$ cat src/rtl/cmp_trace_uart.sv
// cmp_trace_uart: captures compare-sample records {err_flags, romc, db, emu_db},
// queues them in a small FIFO, and sends each one as four 8N1 UART bytes on uart_tx.
// Ports: clk/rst (async, active-high); sample/capture_all/err_flags/romc/db/emu_db form the capture side;
// clear zeroes overflow and drop_cnt. Outputs: uart_tx (idle high), busy, overflow (sticky),
// drop_cnt (saturating at 255), level (records held in the FIFO).
module cmp_trace_uart #(
  parameter int CLKS_PER_BIT = 174,
  parameter int DEPTH_LOG2   = 4
) (
  input  logic                  clk,
  input  logic                  rst,
  input  logic                  sample,
  input  logic                  capture_all,
  input  logic [4:0]            err_flags,
  input  logic [4:0]            romc,
  input  logic [7:0]            db,
  input  logic [7:0]            emu_db,
  input  logic                  clear,
  output logic                  uart_tx,
  output logic                  busy,
  output logic                  overflow,
  output logic [7:0]            drop_cnt,
  output logic [DEPTH_LOG2:0]   level
);

  localparam int          DEPTH      = 1 << DEPTH_LOG2;
  localparam logic [15:0] BIT_RELOAD = 16'(CLKS_PER_BIT - 1);

  typedef enum logic [1:0] {IDLE, START, DATA, STOP} state_t;

  state_t              r_state, w_state_nxt;
  logic [25:0]         r_mem [DEPTH];
  logic [DEPTH_LOG2:0] r_wr_ptr, r_rd_ptr;
  logic [25:0]         r_rec;
  logic [1:0]          r_byte_idx, w_byte_idx_nxt;
  logic [2:0]          r_bit_idx, w_bit_idx_nxt;
  logic [15:0]         r_timer, w_timer_nxt;
  logic                r_overflow;
  logic [7:0]          r_drop_cnt;
  logic                w_empty, w_full, w_push_req, w_push, w_pop, w_drop;
  logic [7:0]          w_byte;

  // Pointers carry one extra bit so full and empty are distinguishable.
  assign w_empty    = (r_wr_ptr == r_rd_ptr);
  assign w_full     = (r_wr_ptr[DEPTH_LOG2] != r_rd_ptr[DEPTH_LOG2]) &&
                      (r_wr_ptr[DEPTH_LOG2-1:0] == r_rd_ptr[DEPTH_LOG2-1:0]);
  assign w_push_req = sample && (capture_all || (|err_flags));
  // A full FIFO still accepts a push when the head leaves on the same edge.
  assign w_push     = w_push_req && (!w_full || w_pop);
  assign w_drop     = w_push_req && !w_push;

  assign level    = r_wr_ptr - r_rd_ptr;
  assign busy     = !w_empty || (r_state != IDLE);
  assign overflow = r_overflow;
  assign drop_cnt = r_drop_cnt;

  // Storage has no reset; only the pointers define valid contents.
  always_ff @(posedge clk) begin
    if (w_push) r_mem[r_wr_ptr[DEPTH_LOG2-1:0]] <= {err_flags, romc, db, emu_db};
  end

  always_ff @(posedge clk or posedge rst) begin
    if (rst) begin
      r_wr_ptr   <= '0;
      r_rd_ptr   <= '0;
      r_rec      <= '0;
      r_overflow <= 1'b0;
      r_drop_cnt <= 8'd0;
    end else begin
      if (w_push) r_wr_ptr <= r_wr_ptr + 1'b1;
      if (w_pop) begin
        r_rd_ptr <= r_rd_ptr + 1'b1;
        r_rec    <= r_mem[r_rd_ptr[DEPTH_LOG2-1:0]];
      end
      // A drop in the same cycle as clear wins: the drop is the first one counted.
      if (w_drop) begin
        r_overflow <= 1'b1;
        if (clear)                    r_drop_cnt <= 8'd1;
        else if (r_drop_cnt != 8'hFF) r_drop_cnt <= r_drop_cnt + 8'd1;
      end else if (clear) begin
        r_overflow <= 1'b0;
        r_drop_cnt <= 8'd0;
      end
    end
  end

  // Byte 0 carries the 3'b101 sync marker the host aligns on.
  always_comb begin
    w_byte = 8'h00;
    case (r_byte_idx)
      2'd0:    w_byte = {3'b101, r_rec[25:21]};
      2'd1:    w_byte = {3'b000, r_rec[20:16]};
      2'd2:    w_byte = r_rec[15:8];
      default: w_byte = r_rec[7:0];
    endcase
  end

  always_ff @(posedge clk or posedge rst) begin
    if (rst) begin
      r_state    <= IDLE;
      r_byte_idx <= 2'd0;
      r_bit_idx  <= 3'd0;
      r_timer    <= 16'd0;
    end else begin
      r_state    <= w_state_nxt;
      r_byte_idx <= w_byte_idx_nxt;
      r_bit_idx  <= w_bit_idx_nxt;
      r_timer    <= w_timer_nxt;
    end
  end

  // Bit timer counts down from CLKS_PER_BIT-1 and is reloaded at every bit boundary.
  always_comb begin
    w_state_nxt    = r_state;
    w_byte_idx_nxt = r_byte_idx;
    w_bit_idx_nxt  = r_bit_idx;
    w_timer_nxt    = r_timer;
    w_pop          = 1'b0;
    uart_tx        = 1'b1;
    case (r_state)
      IDLE: begin
        if (!w_empty) begin
          w_pop          = 1'b1;
          w_byte_idx_nxt = 2'd0;
          w_timer_nxt    = BIT_RELOAD;
          w_state_nxt    = START;
        end
      end
      START: begin
        uart_tx = 1'b0;
        if (r_timer == 16'd0) begin
          w_timer_nxt   = BIT_RELOAD;
          w_bit_idx_nxt = 3'd0;
          w_state_nxt   = DATA;
        end else begin
          w_timer_nxt = r_timer - 16'd1;
        end
      end
      DATA: begin
        uart_tx = w_byte[r_bit_idx];
        if (r_timer == 16'd0) begin
          w_timer_nxt = BIT_RELOAD;
          if (r_bit_idx == 3'd7) w_state_nxt = STOP;
          else                   w_bit_idx_nxt = r_bit_idx + 3'd1;
        end else begin
          w_timer_nxt = r_timer - 16'd1;
        end
      end
      STOP: begin
        if (r_timer == 16'd0) begin
          w_timer_nxt = BIT_RELOAD;
          if (r_byte_idx == 2'd3) begin
            w_state_nxt = IDLE;
          end else begin
            w_byte_idx_nxt = r_byte_idx + 2'd1;
            w_state_nxt    = START;
          end
        end else begin
          w_timer_nxt = r_timer - 16'd1;
        end
      end
      default: w_state_nxt = IDLE;
    endcase
  end

endmodule
$ cat config.mk
export PLATFORM = sky130hd
export DESIGN_NAME = cmp_trace_uart
export DESIGN_NICKNAME = d
export VERILOG_FILES = /design/src/rtl/cmp_trace_uart.sv
export SDC_FILE = /design/constraint.sdc
export NUM_CORES = 1
export LEC_CHECK = 0
export CAP_MARGIN = 20
export CORE_MARGIN = 2
export CORE_UTILIZATION = 50
export DETAILED_ROUTE_END_ITERATION = 12
export GPL_ROUTABILITY_DRIVEN = 0
export GPL_TIMING_DRIVEN = 0
export MAX_ROUTING_LAYER = met4
export PLACE_DENSITY = 0.67
export SLEW_MARGIN = 25
export SYNTH_ARGS = -nofsm -noshare
export SYNTH_HDL_FRONTEND = slang
export SYNTH_SLANG_ARGS = --single-unit
$ cat constraint.sdc
create_clock -name clk -period 9.8 [get_ports clk]
set_input_delay 1.96 -clock clk [delete_from_list [all_inputs] [get_ports clk]]
set_output_delay 1.96 -clock clk [all_outputs]
set_load 0.02 [all_outputs]
After elaboration in Yosys (flattened, before gate mapping) --
Memories as Yosys holds them, arrays and structs flattened. A register that Yosys moved wholly into a read port is not among the register bits. Cells that the tools add are included.
Operators by class: order comparisons 1, add/subtract/negate cells 7, reduce and logical (&&, ||, !) cells 24, eq/ne operators 18, mux-type cells 32
Operators by type and width (count):
- $mux W16 | 2
- $mux W8 | 4
- $pmux W16 S2 | 1
- $pmux W8 S3 | 1
- $logic_not A16 Y1 | 1
- $mux W2 | 8
- $sub A16 B1 Y16 const B | 1
- $ne A2 B2 Y1 const B | 7
- $add A5 B1 Y5 const B | 2
- $reduce_bool A2 Y1 | 5
- $mux W3 | 3
- $add A8 B1 Y8 const B | 1
- $eq A2 B2 Y1 const B | 4
- $mux W1 | 8
- $ne A8 B8 Y1 const B | 1
- $pmux W2 S4 | 1
- $reduce_and A4 Y1 | 2
- $pmux W3 S2 | 1
- $eq A5 B5 Y1 | 1
- $reduce_and A5 Y1 | 1
- $reduce_or A5 Y1 | 1
- $sub A5 B5 Y5 | 1
- $eq A2 B1 Y1 const B | 2
- $eq A4 B4 Y1 | 1
- 14 further kinds | 22
Word-level totals: memories 1, input bits 31, register bits after elaboration 42, RAM bits 416, output and inout port bits 16
Memory list:
- r_mem | depth 16, bits a word 26, read ports 1, clocked after memory_dff 1, write ports 1, RTL line 32 | logic [25:0] r_mem [DEPTH];

Logic depth before layout (Yosys ltp) --
Gate-level depths: netlist of the first run.
depth in word-level cells 9, mapped depth 13, mapped depth without buffers 8

Least setup slack after synthesis of the first run --
OpenSTA, ideal clock, no wires.
path type input to register, start point in err_flags[0], end point mem r_mem[3][0] (enable), path slack 4.823 ns, path buffers 1, cell stages on the path 6, arrival time 4.536 ns, required time 9.358 ns, path through or4_1 o31a_1 nor2b_1 buf_2 nand2_1 nor3_1
On the way: word-level cells in the longest chain between the ends 6
Ends and longest elaborated chain:
- start, declared | RTL line 14 | input logic [4:0] err_flags,
- $reduce_or A5 Y1 | RTL line 47 | assign w_push_req = sample && (capture_all || (|err_flags));
- $logic_or A1 B1 Y1 | RTL line 47
- $logic_and A1 B1 Y1 | RTL line 47
- $logic_and A1 B1 Y1 | RTL line 49 | assign w_push = w_push_req && (!w_full || w_pop);
- $mux W1 | RTL line 59 | if (w_push) r_mem[r_wr_ptr[DEPTH_LOG2-1:0]] <= {err_flags, romc, db, emu_db};
- $mux W1 (not written as such) | RTL line 59
- end, declared | RTL line 32
No other way between the ends.

Final worst setup path of the first run --
start point reg r_rd_ptr[1], end point out busy
On the way: word-level cells in the longest chain between the ends 3
Ends and longest elaborated chain:
- start, declared | RTL line 33 | logic [DEPTH_LOG2:0] r_wr_ptr, r_rd_ptr;
- start signal, assigned | RTL line 72 | r_rd_ptr <= r_rd_ptr + 1'b1;
- $eq A5 B5 Y1 | RTL line 44 | assign w_empty = (r_wr_ptr == r_rd_ptr);
- $logic_not A1 Y1
- $logic_or A1 B1 Y1 | RTL line 53 | assign busy = !w_empty || (r_state != IDLE);
- end, declared | RTL line 20 | output logic busy,
No other way between the ends.

==> results of run 1 <==
-- final cells by class --
class / instances / area share
Antenna cell: 1 / 0.000110
Buffer: 49 / 0.00921
Clock buffer: 61 / 0.0561
Clock inverter: 27 / 0.0102
Inverter: 20 / 0.00342
Multi-Input combinational cell: 470 / 0.224
Sequential cell: 484 / 0.626
Tap cell: 518 / 0.0286
Timing Repair Buffer: 78 / 0.0423
-- report_power, final --
group          switching [µW]  internal, µW  total, µW
sequential                101          2510       2610
combinational            1150           909       2060
clock                     760           998       1760
total                    2010          4410       6430
-- worst max path at each step --
stage            startpoint          end  slack (ns)  cells past startpoint
6_report        r_rd_ptr[1]         busy        3.15                     11
5_1_grt         r_rd_ptr[1]         busy        2.91                     11
4_1_cts         r_rd_ptr[1]         busy        3.10                     11
3_5_place_dp    r_rd_ptr[1]         busy        3.73                     11
3_3_place_gp   err_flags[2]  r_mem[0][6]        1.26                      7
2_1_floorplan  err_flags[0]  r_mem[3][0]        4.82                      6
-- worst register-to-register path: cells and delay by family, from the launching register on --
| family | cells | cell delay, ns |
|---|---|---|
| adder cells (fa/ha/maj) | 1 | 0.33 |
| buffers and inverters | 8 | 2.69 |
| flip-flops | 1 | 0.39 |
| AND/OR/NAND/NOR | 5 | 1.57 |
-- stage by stage --
stage,setup slack (ns),power (µW)
after floorplan,4.82,4000
after global placement,1.26,4620
after detailed placement,3.73,4730
after CTS,3.10,6490
after global routing,2.91,6730
final,3.15,6430
-- cells by family (layout without fill, tap and decap cells) --
logic type,after synthesis,after routing,share of synthesized area
flip-flops,484,484,0.729
multiplexers,160,160,0.150
AO/OA/AOI/OAI,137,137,0.0457
AND/OR/NAND/NOR,133,133,0.0379
buffers and inverters,69,235,0.0146
adder cells (fa/ha/maj),22,22,0.0145
XOR/XNOR,18,18,0.00810
other,0,1,0
-- state kept, by name (all words and copies together), names as in the netlist --
signal      flops
r_mem         416
r_rec          26
r_timer        16
drop_cnt        8
r_rd_ptr        5
r_wr_ptr        5
r_bit_idx       3
r_byte_idx      2
r_state         2
overflow        1
-- placed cells by master, fill, tap and decap left out, types with 4 or more instances in the layout --
master / instances
a21oi_1: 22
nand2_1: 40
a31oi_1: 5
buf_12: 5
edfxtp_1: 416
inv_1: 17
clkinv_1: 16
nor2_4: 11
clkdlybuf4s50_1: 46
o21ai_0: 25
nor2_1: 18
buf_2: 20
clkbuf_1: 37
o22ai_1: 27
ha_1: 21
nand3_1: 7
mux2i_1: 54
nand4_1: 11
xnor2_1: 12
dfrtp_1: 68
a22o_1: 6
xor2_1: 6
buf_16: 9
clkbuf_16: 49
mux4_2: 105
or4_1: 5
buf_1: 4
nor2b_1: 4
clkinv_2: 4
buf_4: 16
nor3_1: 7
nor3_2: 6
a21o_1: 28
a22oi_1: 5
-- per-layer routing --
layer / global-route usage / wire, µm
met1: 0.315 / 18800
met2: 0.342 / 20400
met3: 0.0351 / 2470
met4: 0.0722 / 1180
met5: - / 0
==> qor.txt, run 1 <==
cell mode on critical path: buf_2
sequential standard cell area: 0.0142 mm²
setup bufs post-CTS: 0
post-route cell area: 0.0227 mm²
nets: 1205
die height: 201 µm
R2R setup slack: 4.55 ns
largest net degree at the start of global routing: 50
top-area cell type share of the netlist area: 0.642
Slew HR: 0.281
RSZ-0062 raised after global routing: no
hold path startpoint: r_rec[2]
Fill cells: 2941
Starting Density: 0.505
initial DRC count: 1060
setup TNS: 0 ns
hold buffer count at cts: 0
area delta synth->final: 16.5%
WS Path Type: flop to primary output
initial antenna violation count: 1
fin. max-slew vios: 0
worst skew pair latency: 0.59 ns
# resized after CTS: 0
Commonest cells post-synth: edfxtp_1 (416), mux4_2 (105), dfrtp_1 (68)
Slew @ Worst Pin: 1.08 ns
Hold/Removal Path Class: flop to flop
All-Layer GR Usage: 0.224
CP arrival: 4.69 ns
Post-synth EDFFs: 416
CTS Sinks: 484
max_cap viols: 0
via count: 10100
width of the die: 201 µm
synth top area cells: edfxtp_1 (64%), mux4_2 (12%), dfrtp_1 (8.7%)
dominant cell type by area after synthesis: edfxtp_1
Placement Cell Area: 0.0212 mm²
placed insts: 1619
Syn Inst Count: 1023
Power Density: 283 mW/mm²
maximum buffer depth of the clock tree: 3
worst-path cell chain: buf_2 -> clkbuf_1 -> buf_1 -> inv_1 -> ha_1 -> and4_1 -> and3_1 -> buf_2 -> inv_1 -> buf_2 -> clkdlybuf4s50_1
final WL: 42800 µm
Hold Path End: r_rec[2]
hold depth: 1
layout cells sized above 1: 0.209
vias per inst: 5.92
DR WL/cell: 25.1 µm
PortBufs: 46
final hold vios: 0
Tmin final: 6.65 ns
leakage: 0.00780 µW
# IOs: 47
warnings from Yosys: 0
top_reg_cell synth: edfxtp_1
slowest stage cell, crit path: buf_1
Max stage delay on crit path: 0.73 ns
Final Cycle Share: 0.678
status: complete, no violations
total grt overflow: 0
sequential area share after synthesis: 0.729
DR pass1 iterations: 5
synth unique cells: 57
Synth Net Count: 1076
FF+latch count, synth: 484
Syn Area/Cell: 19.0 µm²
first-pass GRT wire length: 65200 µm
DP Wirelength: 28000 µm
delay-heaviest family, CP: buffers and inverters
Non-Filler Instances: 1708
Antenna Violating Nets Remaining: 0
fmax: 150 MHz
Worst Clk Skew: 0.0235 ns
R2R depth: 14
Netlist Area Pre-Place: 0.0195 mm²
Critical Path Fanout Max: 10
die area: 0.0405 mm²
CP startpoint kind: flop
most numerous cell in the Yosys netlist: edfxtp_1
Core Area: 0.0386 mm²
Worst Path Buf+Inv: 8
final hold slack: 0.475 ns
Async SR Flop Fraction: 0.140
DRC viols: 0
CTS tree: yes
FP Rows: 72
clk slew on worst S/H paths: 0.06 ns
Setup-failing EPs final: 0
worst reg2reg endpoint: r_mem[0][6]
area occupied by multi-input gates: 0.00508 mm²
Num CTS Buffers: 49
H-tree depth: 2
Critical Path End Type: primary output
post-layout util: 0.588
WP data required: 7.84 ns
root buffer cell: clkbuf_16
worst vdd ir: 166 µV
number of global-route vias before repair: 10300
reg-to-reg startpoint: r_rd_ptr[1]
(Power assumes the default switching activity.)
==> run 2: changes to the inputs <==
Settings changed: PLACE_DENSITY 0.67 to 0.69.
Clock period 9.8 ns to 5.9 ns, I/O delays scaled along.
==> qor.txt, run 2 (synthesized netlist as in run 1, its figures left out) <==
max_cap viols: 0
WP data required: 4.72 ns
WS Path Type: flop to primary output
Starting Density: 0.505
total grt overflow: 0
Worst Clk Skew: 0.0215 ns
CP startpoint kind: flop
area delta synth->final: 16.5%
die height: 201 µm
R2R setup slack: 1.13 ns
combinational power share: 0.328
setup bufs post-CTS: 0
Reg power frac: 0.410
hold path startpoint: r_rec[1]
Critical Path End Type: primary output
R2R depth: 14
final WL: 43000 µm
Hold Path End: r_rec[1]
Num CTS Buffers: 48
status: complete, no violations
Sw Share: 0.318
number of global-route vias before repair: 10200
placed insts: 1621
worst skew pair latency: 0.60 ns
hold buffer count at cts: 0
PortBufs: 46
via count: 10100
most frequent cells in the layout: edfxtp_1 (416), mux4_2 (105), dfrtp_1 (68), mux2i_1 (54), clkbuf_16 (48)
DRC viols: 0
RSZ-0062 raised after global routing: no
Tmin final: 5.55 ns
vias per inst: 5.92
initial antenna violation count: 1
Non-Filler Instances: 1709
Power Density: 466 mW/mm²
CP arrival: 4.37 ns
leakage: 0.00781 µW
crit path from: r_rd_ptr[1]
area occupied by multi-input gates: 0.00508 mm²
Fill cells: 2854
layout cells sized above 1: 0.213
Critical Path Fanout Max: 10
Slew HR: 0.281
Largest register FFs: 416
DR WL/cell: 25.2 µm
Core Area: 0.0386 mm²
DR pass1 iterations: 5
final hold vios: 0
P_int: 7200 µW
nets: 1207
CTS Sinks: 484
sequential standard cell area: 0.0142 mm²
All-Layer GR Usage: 0.224
maximum buffer depth of the clock tree: 3
Final Cycle Share: 0.941
clock share of power: 0.263
Switch Pwr: 3370 µW
root buffer cell: clkbuf_16
FP Rows: 72
Slew @ Worst Pin: 1.08 ns
fin. max-slew vios: 0
worst vdd ir: 238 µV
width of the die: 201 µm
initial DRC count: 840
# IOs: 47
Design Power: 10600 µW
Setup-failing EPs final: 0
clk slew on worst S/H paths: 0.06 ns
DP Wirelength: 28400 µm
first-pass GRT wire length: 65000 µm
H-tree depth: 2
hold depth: 1
largest net degree at the start of global routing: 42
Hold/Removal Path Class: flop to flop
reg-to-reg startpoint: r_rd_ptr[1]
Antenna Violating Nets Remaining: 0
CTS tree: yes
worst reg2reg endpoint: r_mem[3][11]
leading cell type in the layout, fill and taps excluded: edfxtp_1
fmax: 180 MHz
die area: 0.0405 mm²
## run 2: changes by cell type in the layout (fill, tap and decap cells not counted), sizes merged
cell    change
inv         +1
buf         +2
clkinv      -2
bufinv      -3
clkbuf      +3
## run 2: per-stage QoR
stage	setup slack, ns	util	instance area [µm²]	TNS, ns	hold WS (ns)
after global placement	-1.95	0.533	20600	-310.13	0.463
after global routing	0.178	0.588	22700	0	0.488
after CTS	0.0296	0.588	22700	0	0.480
after floorplan	1.26	-	19500	0	0.444
after detailed placement	0.654	0.551	21300	0	0.466
final	0.349	0.588	22700	0	0.477
## run 2: how the worst max path moves through the flow
stage	to	slack (ns)	cells after the start
6_report	busy	0.35	11
3_3_place_gp	r_mem[1][11]	-1.95	11
5_1_grt	busy	0.18	11
2_1_floorplan	r_mem[3][0]	1.26	11
3_5_place_dp	busy	0.65	11
4_1_cts	busy	0.03	11
## run 2: power by group through the flow
stage / Combinational (µW) / Clock, µW / Sequential (µW)
after detailed placement: 3490 / 0 / 4400
after CTS: 3500 / 2830 / 4330
after floorplan: 2280 / 0 / 4350
final: 3460 / 2780 / 4330
after global routing: 3710 / 2960 / 4370
after global placement: 3250 / 0 / 4410
## run 2: final cells by class
type,instances,share of cell area
clock buffer,63,0.0555
clock inverter,23,0.00668
multi-input combinational,470,0.224
tap,518,0.0286
antenna,1,0.000110
buffer,49,0.00927
sequential,484,0.626
timing repair buffer,81,0.0463
inverter,20,0.00342
## run 2: worst max-delay path, stage by stage, from the launching register on
cell             delay (ns)
dfrtp_1                0.42
buf_2                  0.32
clkbuf_1               0.54
clkbuf_2               0.48
inv_1                  0.12
ha_1                   0.30
and4_1                 0.25
and3_1                 0.19
buf_2                  0.18
inv_1                  0.12
buf_2                  0.23
clkdlybuf4s50_1        0.63
## run 2: timing repair
item | 4_1_cts | 5_1_grt
endpoints found under the setup margin | 0 | 1
hold endpoints to repair | 0 | 0
gates resized for setup | 0 | 2
## run 2: routing by layer
| layer | wire (µm) | part of all wire | GRT usage |
|---|---|---|---|
| met5 | 0 | 0 | - |
| met2 | 20600 | 0.48 | 0.346 |
| met4 | 1150 | 0.027 | 0.0693 |
| met3 | 2780 | 0.065 | 0.0356 |
| met1 | 18500 | 0.43 | 0.312 |
==> run 3: changes to the inputs <==
Settings changed: GPL_TIMING_DRIVEN 0 to default.
==> qor.txt, run 3 (synthesized netlist as in run 1, its figures left out) <==
status: complete, no violations
slowest stage cell, crit path: dfrtp_4
CP arrival: 3.34 ns
final WL: 39900 µm
FP Rows: 72
final hold slack: 0.486 ns
width of the die: 201 µm
DR WL/cell: 24.1 µm
Final Cycle Share: 0.766
# resized after CTS: 0
Fill cells: 2900
placed insts: 1564
Starting Density: 0.505
CTS tree: yes
die area: 0.0405 mm²
Hold/Removal Path Class: flop to flop
leakage: 0.00762 µW
hold buffer count at cts: 0
Power Density: 475 mW/mm²
final worst setup slack: 1.38 ns
die height: 201 µm
initial antenna violation count: 1
Largest register FFs: 416
area delta synth->final: 14.2%
nets: 1150
initial DRC count: 902
via count: 9757
Design Power: 10600 µW
CTS Sinks: 484
DP Wirelength: 23600 µm
worst vdd ir: 303 µV
Worst Path Buf+Inv: 2
final hold vios: 0
Num CTS Buffers: 49
worst-path cell chain: ha_1 -> and4_1 -> and3_1 -> inv_1 -> clkdlybuf4s50_1
H-tree depth: 2
fin. max-slew vios: 0
number of global-route vias before repair: 9974
pre-CTS WS: 0.814 ns
Non-Filler Instances: 1653
worst skew pair latency: 0.58 ns
PortBufs: 46
delay-heaviest family, CP: buffers and inverters
max_cap viols: 0
layout cells sized above 1: 0.201
Max stage delay on crit path: 0.81 ns
CP startpoint kind: flop
DR pass1 iterations: 5
met2 Usage GRT: 0.317
WP data required: 4.72 ns
DRC viols: 0
clk slew on worst S/H paths: 0.06 ns
maximum buffer depth of the clock tree: 3
total grt overflow: 0
Setup-failing EPs final: 0
Core Area: 0.0386 mm²
routing usage on met3: 0.0392
setup bufs post-CTS: 0
fmax: 221 MHz
RSZ-0062 raised after global routing: no
met1 usage: 0.301
Antenna Violating Nets Remaining: 0
Slew HR: 0.343
antenna diode count: 0
largest net degree at the start of global routing: 58
setup TNS: 0 ns
grt peak-use layer: met2
root buffer cell: clkbuf_16
Critical Path End Type: primary output
Critical Path Fanout Max: 30
most frequent cells in the layout: edfxtp_1 (416), mux4_2 (105), dfrtp_1 (66), mux2i_1 (54), clkbuf_16 (50)
leading cell type in the layout, fill and taps excluded: edfxtp_1
All-Layer GR Usage: 0.210
vias per inst: 5.90
Worst Clk Skew: 0.0228 ns
Slew @ Worst Pin: 0.983 ns
first-pass GRT wire length: 61700 µm
# IOs: 47
WS Path Type: flop to primary output
Tmin final: 4.52 ns
-- run 3: changes by cell type in the layout (fill, tap and decap cells not counted), sizes merged --
| cell | previous run | this run |
|---|---|---|
| bufinv | 0 | 4 |
| clkbuf | 89 | 64 |
| clkinvlp | 2 | 1 |
| buf | 58 | 26 |
| clkinv | 20 | 19 |
| diode | 1 | 0 |
-- run 3: cell type report --
class | count | area [µm²] | share of cell area
flip-flops and latches | 484 | 14200 | 0.639
clock inverters | 25 | 249 | 0.0112
well taps | 518 | 648 | 0.0292
inverters | 20 | 76.3 | 0.00343
clock buffers | 64 | 1310 | 0.0591
multi-input cells | 470 | 5080 | 0.229
repair buffers | 72 | 656 | 0.0295
-- run 3: power by group --
group | switching [µW] | internal [µW] | total [µW]
registers | 263 | 4170 | 4430
logic | 1710 | 1410 | 3130
clock network | 1250 | 1750 | 3000
-- run 3: worst register-to-register path: cells and delay by family, from the launching register on --
| kind | cells | cell delay (ns) |
|---|---|---|
| flops | 1 | 0.81 |
| buf+inv | 2 | 1.58 |
| mux | 2 | 1.00 |
| compound gates | 2 | 0.43 |
-- run 3: worst paths after layout --
check	slack, ns	endpoint	start	cells after the start
setup reg to reg	1.97	r_rec[16]	r_rd_ptr[0]	6
setup / recovery	1.38	busy	r_rd_ptr[0]	5
max in group asynchronous	3.91	r_rd_ptr[0]	rst	3
hold reg to reg	0.49	r_rec[7]	r_rec[7]	1
min in group asynchronous	1.04	r_bit_idx[1]	rst	2
hold / removal	0.49	r_rec[7]	r_rec[7]	1
-- run 3: through the flow --
step | utilization | cell area (µm²)
4_1_cts | 0.577 | 22200
6_report | 0.577 | 22200
2_1_floorplan | - | 19500
3_5_place_dp | 0.536 | 20700
5_1_grt | 0.577 | 22200
3_3_place_gp | 0.536 | 20700
-- run 3: layer usage --
layer,share of wire,vias to the layer above
met1,0.44,5075
met2,0.47,325
li1,-,4297
met4,0.020,0
met5,0,-
met3,0.066,60
